**src/rtl/muldiv_pkg.sv**
```systemverilog
// Shared constants for the RV32M multiply/divide unit: funct3 op codes,
// FSM state encodings and the datapath width.
package muldiv_pkg;

   localparam int XLEN = 32;

   localparam logic [2:0] F3_MUL    = 3'b000;
   localparam logic [2:0] F3_MULH   = 3'b001;
   localparam logic [2:0] F3_MULHSU = 3'b010;
   localparam logic [2:0] F3_MULHU  = 3'b011;
   localparam logic [2:0] F3_DIV    = 3'b100;
   localparam logic [2:0] F3_DIVU   = 3'b101;
   localparam logic [2:0] F3_REM    = 3'b110;
   localparam logic [2:0] F3_REMU   = 3'b111;

   typedef enum logic [1:0] {
      ST_IDLE = 2'd0,
      ST_MUL  = 2'd1,
      ST_DIV  = 2'd2,
      ST_DONE = 2'd3
   } state_t;

endpackage

```
**src/rtl/muldiv_div_core.sv**
```systemverilog
// Iterative restoring divider on unsigned magnitudes: one quotient bit per cycle, 32 cycles after load.
// quotient/remainder show the post-step values, so they are final while last is high.
module muldiv_div_core #(
   parameter int W = 32
) (
   input  logic         clk,
   input  logic         rst,
   input  logic         load,
   input  logic         abort,
   input  logic [W-1:0] dividend,
   input  logic [W-1:0] divisor,
   output logic [W-1:0] quotient,
   output logic [W-1:0] remainder,
   output logic         last
);

   logic [W-1:0] rem_q;
   logic [W-1:0] quo_q;
   logic [W-1:0] dvs_q;
   logic [4:0]   cnt;
   logic         active;
   logic [W:0]   rem_sh;
   logic         ge;

   // Partial remainder is always below the divisor, so the low W bits of the
   // difference are exact whenever the subtraction is taken.
   always_comb begin
      rem_sh    = {rem_q, quo_q[W-1]};
      ge        = rem_sh >= {1'b0, dvs_q};
      remainder = ge ? (rem_sh[W-1:0] - dvs_q) : rem_sh[W-1:0];
      quotient  = {quo_q[W-2:0], ge};
      last      = active && (cnt == 5'd0);
   end

   always_ff @(posedge clk) begin
      if (rst) begin
         rem_q  <= '0;
         quo_q  <= '0;
         dvs_q  <= '0;
         cnt    <= '0;
         active <= 1'b0;
      end else if (abort) begin
         active <= 1'b0;
      end else if (load) begin
         rem_q  <= '0;
         quo_q  <= dividend;
         dvs_q  <= divisor;
         cnt    <= 5'd31;
         active <= 1'b1;
      end else if (active) begin
         rem_q <= remainder;
         quo_q <= quotient;
         cnt   <= cnt - 5'd1;
         if (cnt == 5'd0) begin
            active <= 1'b0;
         end
      end
   end

endmodule

```
**src/rtl/muldiv_unit.sv**
```systemverilog
// RV32M execute unit: MUL ops done 2 cycles after accept, divides 33 (special cases 1).
// busy_o is high while an op is in flight; start_i is only taken in IDLE or DONE.
module muldiv_unit #(
   parameter int XLEN = 32
) (
   input  logic            clk,
   input  logic            rst,
   input  logic            start_i,
   input  logic [2:0]      funct3_i,
   input  logic [XLEN-1:0] rs1_i,
   input  logic [XLEN-1:0] rs2_i,
   input  logic [4:0]      rd_i,
   input  logic            flush_i,
   output logic            busy_o,
   output logic            done_o,
   output logic [XLEN-1:0] result_o,
   output logic [4:0]      rd_o
);

   import muldiv_pkg::*;

   state_t state;
   state_t state_nxt;

   logic            accept;
   logic            is_mul_in;
   logic            is_signed_in;
   logic            div_zero;
   logic            div_ovf;
   logic            div_special;
   logic            div_start;
   logic [XLEN-1:0] special_res;
   logic [XLEN-1:0] div_dividend;
   logic [XLEN-1:0] div_divisor;

   logic [2:0]      op_f3;
   logic [XLEN-1:0] op_a;
   logic [XLEN-1:0] op_b;
   logic [4:0]      op_rd;
   logic            q_neg;
   logic            r_neg;

   logic [XLEN:0]     mul_a;
   logic [XLEN:0]     mul_b;
   logic [2*XLEN-1:0] product;
   logic [XLEN-1:0]   mul_res;
   logic [XLEN-1:0]   div_res;
   logic [XLEN-1:0]   core_q;
   logic [XLEN-1:0]   core_r;
   logic              div_last;

   always_comb begin
      accept       = start_i && !flush_i && (state == ST_IDLE || state == ST_DONE);
      is_mul_in    = !funct3_i[2];
      is_signed_in = !funct3_i[0];
      div_zero     = (rs2_i == '0);
      div_ovf      = is_signed_in && (rs1_i == {1'b1, {(XLEN-1){1'b0}}}) && (rs2_i == '1);
      div_special  = !is_mul_in && (div_zero || div_ovf);
      div_start    = accept && !is_mul_in && !div_special;
      if (funct3_i[1]) begin
         special_res = div_zero ? rs1_i : '0;
      end else begin
         special_res = div_zero ? '1 : {1'b1, {(XLEN-1){1'b0}}};
      end
      div_dividend = (is_signed_in && rs1_i[XLEN-1]) ? -rs1_i : rs1_i;
      div_divisor  = (is_signed_in && rs2_i[XLEN-1]) ? -rs2_i : rs2_i;
   end

   // 33x33 signed product: the extra top bit is the operand sign, or 0 for unsigned operands.
   always_comb begin
      mul_a   = {(op_f3 != F3_MULHU) & op_a[XLEN-1], op_a};
      mul_b   = {((op_f3 == F3_MUL) || (op_f3 == F3_MULH)) & op_b[XLEN-1], op_b};
      product = $signed({{(XLEN-1){mul_a[XLEN]}}, mul_a}) * $signed({{(XLEN-1){mul_b[XLEN]}}, mul_b});
      mul_res = (op_f3 == F3_MUL) ? product[XLEN-1:0] : product[2*XLEN-1:XLEN];
      if (op_f3[1]) begin
         div_res = r_neg ? -core_r : core_r;
      end else begin
         div_res = q_neg ? -core_q : core_q;
      end
   end

   muldiv_div_core #(
      .W (XLEN)
   ) u_div_core (
      .clk       (clk),
      .rst       (rst),
      .load      (div_start),
      .abort     (flush_i),
      .dividend  (div_dividend),
      .divisor   (div_divisor),
      .quotient  (core_q),
      .remainder (core_r),
      .last      (div_last)
   );

   always_ff @(posedge clk) begin
      if (rst) begin
         state <= ST_IDLE;
      end else begin
         state <= state_nxt;
      end
   end

   always_comb begin
      state_nxt = state;
      case (state)
         ST_IDLE, ST_DONE: begin
            if (!accept) begin
               state_nxt = ST_IDLE;
            end else if (is_mul_in) begin
               state_nxt = ST_MUL;
            end else if (div_special) begin
               state_nxt = ST_DONE;
            end else begin
               state_nxt = ST_DIV;
            end
         end
         ST_MUL:  state_nxt = ST_DONE;
         ST_DIV:  state_nxt = div_last ? ST_DONE : ST_DIV;
         default: state_nxt = ST_IDLE;
      endcase
      if (flush_i) begin
         state_nxt = ST_IDLE;
      end
   end

   always_comb begin
      busy_o = (state == ST_MUL) || (state == ST_DIV);
      done_o = (state == ST_DONE);
   end

   always_ff @(posedge clk) begin
      if (rst) begin
         op_f3    <= '0;
         op_a     <= '0;
         op_b     <= '0;
         op_rd    <= '0;
         q_neg    <= 1'b0;
         r_neg    <= 1'b0;
         result_o <= '0;
         rd_o     <= '0;
      end else if (accept) begin
         op_f3 <= funct3_i;
         op_a  <= rs1_i;
         op_b  <= rs2_i;
         op_rd <= rd_i;
         q_neg <= !is_mul_in && is_signed_in && (rs1_i[XLEN-1] ^ rs2_i[XLEN-1]);
         r_neg <= !is_mul_in && is_signed_in && rs1_i[XLEN-1];
         if (div_special) begin
            result_o <= special_res;
            rd_o     <= rd_i;
         end
      end else if (!flush_i) begin
         if (state == ST_MUL) begin
            result_o <= mul_res;
            rd_o     <= op_rd;
         end else if (state == ST_DIV && div_last) begin
            result_o <= div_res;
            rd_o     <= op_rd;
         end
      end
   end

endmodule

```
**config.mk**
```make
export PLATFORM = sky130hd
export DESIGN_NAME = muldiv_unit
export DESIGN_NICKNAME = d
export VERILOG_FILES = /design/src/rtl/muldiv_pkg.sv /design/src/rtl/muldiv_div_core.sv /design/src/rtl/muldiv_unit.sv
export SDC_FILE = /design/constraint.sdc
export NUM_CORES = 2
export LEC_CHECK = 0
export ABC_AREA = 1
export ABC_CLOCK_PERIOD_IN_PS = 9600
export BUFFER_PORTS_ARGS = -buffer_cell sky130_fd_sc_hd__buf_2
export CAP_MARGIN = 40
export CORE_MARGIN = 4
export CORE_UTILIZATION = 55
export DETAILED_ROUTE_END_ITERATION = 12
export PLACE_DENSITY = 0.79
export SLEW_MARGIN = 20
export SYNTH_ARGS = -nofsm -noshare
export SYNTH_HDL_FRONTEND = slang
export SYNTH_HIERARCHICAL = 1
export SYNTH_SLANG_ARGS = --single-unit
```
**constraint.sdc**
```tcl
create_clock -name clk -period 9.6 [get_ports clk]
set_input_delay 1.92 -clock clk [delete_from_list [all_inputs] [get_ports clk]]
set_output_delay 1.92 -clock clk [all_outputs]
set_load 0.01 [all_outputs]
```
# --- After elaboration in Yosys (flattened, before gate mapping) ---
# Index checks and enable logic that the tools add are counted.
# W data, S select, Z words.
classes:
  addsub: 6
  multipliers: 1
  n_lt_le_gt_ge: 1
  eq_ne: 9
  n_mux: 34
  n_bitwise: 4
  reduce_logical: 32
ops:
  columns: ["operator", "n"]
  rows:
  - ["$mux W32", 18]
  - ["$neg A32 Y32", 4]
  - ["$eq A32 B32 Y1 const B", 2]
  - ["$mul A33 B33 Y64", 1]
  - ["$mux W5", 7]
  - ["$ge A33 B32 Y1", 1]
  - ["$logic_not A32 Y1", 1]
  - ["$sub A32 B32 Y32", 1]
  - ["$mux W31", 1]
  - ["$logic_and A1 B1 Y1", 14]
  - ["$pmux W2 S3", 1]
  - ["$logic_not A5 Y1", 1]
  - ["$mux W1", 5]
  - ["$sub A5 B1 Y5 const B", 1]
  - ["$eq A2 B2 Y1 const B", 2]
  - ["$logic_or A1 B1 Y1", 4]
  - ["$mux W2", 2]
  - ["$ne A2 B1 Y1 const B", 2]
  - ["$reduce_and A2 Y1", 2]
  - ["$reduce_or A2 Y1", 2]
  - ["$eq A3 B1 Y1 const B", 1]
  - ["$logic_not A1 Y1", 3]
  - ["$logic_not A3 Y1", 1]
  - ["$ne A3 B2 Y1 const B", 1]
  - ["other kinds (8)", 9]
word_totals:
  regBits: 215
  out_inout_bits: 39

# --- Logic depth before layout (Yosys ltp) ---
depth:
  ltp_word: 9
  ltp_mapped: 37
  mapped_depth_nobuf: 35

# --- By module ---
# Netlist, hierarchy kept.
by_module_without_submodules:
  columns: ["mod", "n_inst", "cells_per_inst", "area_per_inst_um2"]
  rows:
  - ["muldiv_unit", 1, 6531, 48545.3]
  - ["muldiv_div_core", 1, 1149, 7283.2]

# --- Worst setup path after synthesis ---
# OpenSTA, ideal clock, no wires.
synth_timing:
  path_kind: "register to register"
  startpoint: "reg op_f3[1]"
  endpoint: "reg result_o[27]"
  setup_time_ns: 0.070
  t_arrival_ns: 7.385
  required_time_ns: 9.530
  slack_ns: 2.145
  path_stages_with_launch: 31
  period_less_slack_ns: 7.455
  cell_sequence: "dfxtp_1 > buf_2 > nand2_1 > nor2_1 > clkbuf_1 > nor2_1 > fa_1 > fa_1 > fa_1 > fa_1 > inv_1 > fa_1 > fa_1 > fa_1 > fa_1 > inv_1 > ha_1 > nand2_1 > nor2_1 > inv_1 > nor2_1 > inv_1 > nor4_1 > nand3_1 > nand2_1 > nand2_1 > nand3_1 > nand2_1 > nand2_1 > nand2_1 > a21oi_1"
synth_between:
  elab_chain_len: 8
synth_lines:
  columns: ["element", "line", "text"]
  rows:
  - ["start: declaration", "muldiv_unit.sv:36", "logic [2:0] op_f3;"]
  - ["start signal: assignment", "muldiv_unit.sv:143", "op_f3 <= funct3_i;"]
  - ["$eq A3 B1 Y1 or $logic_not A3 Y1 (tied branches)", "muldiv_unit.sv:72, muldiv_unit.sv:74", null]
  - ["$logic_or A1 B1 Y1", "muldiv_unit.sv:72", "mul_b = {((op_f3 == F3_MUL) || (op_f3 == F3_MULH)) & op_b[XLEN-1], op_b};"]
  - ["$and A1 B1 Y1", "muldiv_unit.sv:72", null]
  - ["$mul A33 B33 Y64", "muldiv_unit.sv:73", "product = $signed({{(XLEN-1){mul_a[XLEN]}}, mul_a}) * $signed({{(XLEN-1){mul_b[XLEN]}}, mul_b});"]
  - ["$mux W32", "muldiv_unit.sv:74", "mul_res = (op_f3 == F3_MUL) ? product[XLEN-1:0] : product[2*XLEN-1:XLEN];"]
  - ["$mux W32 (*)", "muldiv_unit.sv:154", "if (state == ST_MUL) begin"]
  - ["$mux W32 (*)", "muldiv_unit.sv:153", "end else if (!flush_i) begin"]
  - ["$mux W32 (*)", "muldiv_unit.sv:142", "end else if (accept) begin"]
  - ["end signal: assignment", "muldiv_unit.sv:150", "result_o <= special_res;"]
  - ["end signal: assignment", "muldiv_unit.sv:155", "result_o <= mul_res;"]
  - ["end signal: assignment", "muldiv_unit.sv:158", "result_o <= div_res;"]
  - ["end: declaration", "muldiv_unit.sv:16", "output logic [XLEN-1:0] result_o,"]
# Every way passes the cells marked *; elsewhere a longest branch is shown, timed or not. The select of a mux whose other input is x is not followed.
# A chain may end at the register's enable or synchronous reset.

# --- Worst setup path after layout ---
layout_timing:
  startpoint: "reg op_a[31]"
  endpoint: "reg result_o[23]"
layout_between:
  elab_chain_len: 6
layout_lines:
  columns: ["element", "line", "text"]
  rows:
  - ["start: declaration", "muldiv_unit.sv:37", "logic [XLEN-1:0] op_a;"]
  - ["start signal: assignment", "muldiv_unit.sv:144", "op_a <= rs1_i;"]
  - ["$and A1 B1 Y1", "muldiv_unit.sv:71", "mul_a = {(op_f3 != F3_MULHU) & op_a[XLEN-1], op_a};"]
  - ["$mul A33 B33 Y64 (*)", "muldiv_unit.sv:73", null]
  - ["$mux W32 (*)", "muldiv_unit.sv:74", null]
  - ["$mux W32 (*)", "muldiv_unit.sv:154", null]
  - ["$mux W32 (*)", "muldiv_unit.sv:153", null]
  - ["$mux W32 (*)", "muldiv_unit.sv:142", null]
# Marked as above.

==> flow_summary.toml <==
[run_status]
outcome = "completed"

[synthesis]
postSynth.asyncResetShare_pct = 0
synth_top_cells_by_area = "fa_1 40%, nand2_1 14%, inv_1 12%"
synth_fa_ha_area_share_pct = 46.07
postSynth.topFlopCell = "dfxtp_1"
synth_compound_gate_area_share_pct = 6.959
synthDominantCellAreaShare_pct = 40.38
synth_most_common_cell = "nand2_1"
synth-simple-area-share_pct = 22.05
syn-cell-area_um2 = 55830
synth_top_family_by_area = "adder cells"
synth_common_cells = "2,028 x nand2_1, 1,840 x inv_1, 1,126 x fa_1, 518 x nor2_1, 348 x clkbuf_1"
synthesis.nets = 9136
yosys-mux-area-fraction_pct = 0.1076
syn-mean-instance-area_um2 = 7.269
post_synth_xor_area_fraction_pct = 1.475
synth.lib_cells_used.distinct = 59
yosysSeqAreaShare_pct = 7.710
synth.largest_area_cell = "fa_1"
synth-seq-cells = 215
synth_warnings = 6
postSynthCellCount = 7680
synth-edff-count = 0

[critical_path]
timing.setup.critical_path_class = "reg -> reg"
critical_path.endpoint_type = "register"
startpoint_of_the_worst_register_to_register_path = "op_a[31]"
reg2reg_slack_ps = 860
critical_path.startpoint_type = "register"
r2r_end = "result_o[23]"
crit_required_ps = 10130
timing.critical_path.fanout_max = 25
worstPathArrival_ps = 9260
r2r.worst_path.cells = 24

[clocking]
numClockSinks = 215
clk_pin_slew_worst_paths_ps = 70
postCtsSetupBuffers = 0
clock_latency_ps = 600
cts_repair_resize_count = 0
cts_htree_levels = 1
cts_made_buffers = 27
cts_buffer_depth = 3
cts_hold_repair.buffers = 0
cts-root-buf = "clkbuf_16"
tritoncts_clock_tree = "yes"

[timing]
final_period_minus_worst_setup_slack_ps = 8738
setup_repair_after_global_routing_missed_its_margin = "false"
sum_neg_setup_slack_ps = 0
final.setup.worst_slack_ps = 862.0
final-setup-viol-count = 0
clock-skew-final_ps = 35.74
report.final.slew_viol_count = 0
timing.fmax_mhz = 114.4
final-hold-violation-count = 0
period_share_pct = 91.02
tightest_slew_ps = 911.1
slew_headroom_pct = 38.49

[grt]
number_of_antenna_violations_at_the_first_check_in_global_routing = 4
global_route.overflow_total = 0
grt_pass1_vias = 50890
grt_first_pass_wirelength_mm = 282.1
pin_count_of_the_biggest_net_entering_global_routing = 85
groute.usage.overall_pct = 33.54

[cells_and_area]
layout-area-overhead-vs-synth_pct = 5.303
final_net_count = 9014
n_fill_cell = 9278
seqCellArea_um2 = 4313
multi_input_area_um2 = 42820
final_layout_size_suffix_gt1_share_pct = 5.728

[floorplanning]
design.portCount = 115
placement_rows = 116
die_h_um = 326.6
dieWidth_um = 326.6
design.core.area_um2 = 100400
initial_utilization_pct = 55.59
die-area_um2 = 106700

[route]
drt_iter0_drc = 4838
drt_pre_antenna_iters = 6
vias_per_cell = 5.517
drt_drc_violations_left = 0
wire_length_after_detailed_routing_mm = 177.1
dr_vias = 49300
post_drt_wl_per_cell_um = 19.81
antenna_violating_nets_post_route = 0

[placed_design]
pre_cts_ws_ps = 961.4
gp_congestion = 1.048
placement.io_buffers = 114
dp.final_hpwl_mm = 148.8

[min_path]
whs_path_depth = 2
min_delay_worst_endpoint = "result_o[1]"
hold_path.startpoint = "result_o[1]"
hp-class = "reg -> reg"

[pwr]
power-per-cell-area_nw_per_um2 = 133.5
total_leakage_power_nw = 29.96
vdd_drop_max_mv = 0.1314

[job]
cap_violations = 0
==> routing by layer <==
layer | GRT usage [%] | wire [um] | vias to the layer above
li1 | - | - | 22190
met5 | 0 | 0 | -
met1 | 45.51 | 70430 | 24150
met2 | 53.65 | 80270 | 2574
met3 | 6.809 | 18930 | 394
met4 | 12.22 | 7426 | 0
==> through the flow <==
stage / power (mW) / utilization (%) / area [um2] / instances / hold WS (ps)
floorplan: 4.748 / - / 55830 / 7680 / 443.0
global placement: 6.503 / 57.05 / 57300 / 8856 / 452.8
detailed placement: 6.533 / 57.43 / 57680 / 8878 / 457.2
CTS: 7.769 / 58.40 / 58650 / 8926 / 466.6
global route: 8.489 / 58.53 / 58780 / 8935 / 483.1
finish: 7.846 / 58.53 / 58790 / 8937 / 465.4
==> report_power, final <==
group	internal, mW	switching [mW]	total (mW)
registers	0.934	0.0717	1.01
logic	1.92	3.77	5.70
clock network	0.687	0.458	1.14
==> worst max-delay path, cell delays in order (launching register included) <==
cell     delay (ps)
dfxtp_1         500
buf_4           380
nand2_1         160
nor2_1          330
fa_1            610
fa_1            510
fa_1            560
fa_1            550
inv_1           530
fa_1            550
fa_1            580
fa_1            460
fa_1            500
inv_1            40
ha_1            440
nand2_1         170
nor2_1          240
nand2_1         170
nor3_1          390
o21ai_0         330
nand4_1         180
nand3_1         160
nand2_1         150
nand2_1          60
a21oi_1         110
==> registers in the layout (all words and copies together) (netlist names) <==
signal and count:
r_neg 1, result_o 32, u_div_core/active 1, rd_o 5, state 2, u_div_core/rem_q 32
op_a 32, q_neg 1, u_div_core/cnt 5, op_b 32, u_div_core/quo_q 32, u_div_core/dvs_q 32
op_f3 3, op_rd 5
==> final cells by class <==
type,instances,area share (%)
multi-input combinational,5194,72.84
inverter,1855,11.85
sequential,215,7.336
timing repair buffer,265,3.427
tap,1357,2.888
clock buffer,33,1.273
clock inverter,15,0.3746
antenna,3,0.01277
==> worst max-delay path by stage <==
stage,end,cells past startpoint,from
2_1_floorplan,result_o[27],30,op_f3[1]
3_3_place_gp,result_o[23],23,op_b[15]
3_5_place_dp,result_o[23],24,op_f3[0]
4_1_cts,result_o[23],24,op_f3[0]
5_1_grt,result_o[23],24,op_f3[0]
6_report,result_o[23],24,op_a[31]
==> cell usage in the layout (no fill, tap or decap), types with 40 or more instances in the layout <==
cell type | synthesis | routed
nand3_1 | 249 | 248
nand4_1 | 47 | 47
a21oi_1 | 314 | 314
nand2_1 | 2028 | 2028
fa_1 | 1126 | 1126
a211oi_1 | 40 | 40
buf_4 | 33 | 120
inv_1 | 1840 | 1839
ha_1 | 254 | 254
nor2_1 | 518 | 516
nor3_1 | 43 | 42
o21ai_0 | 236 | 236
xor2_1 | 84 | 84
dfxtp_1 | 215 | 208
buf_2 | 12 | 113
==> cells by family after synthesis <==
group	Yosys count
and+or+nand+nor	3017
buffers and inverters	2271
adders and majority gates	1380
AOI/OAI and AO/OA	697
DFF	215
xor gates and xnor gates	94
muxes	6
(Power assumes the default switching activity.)
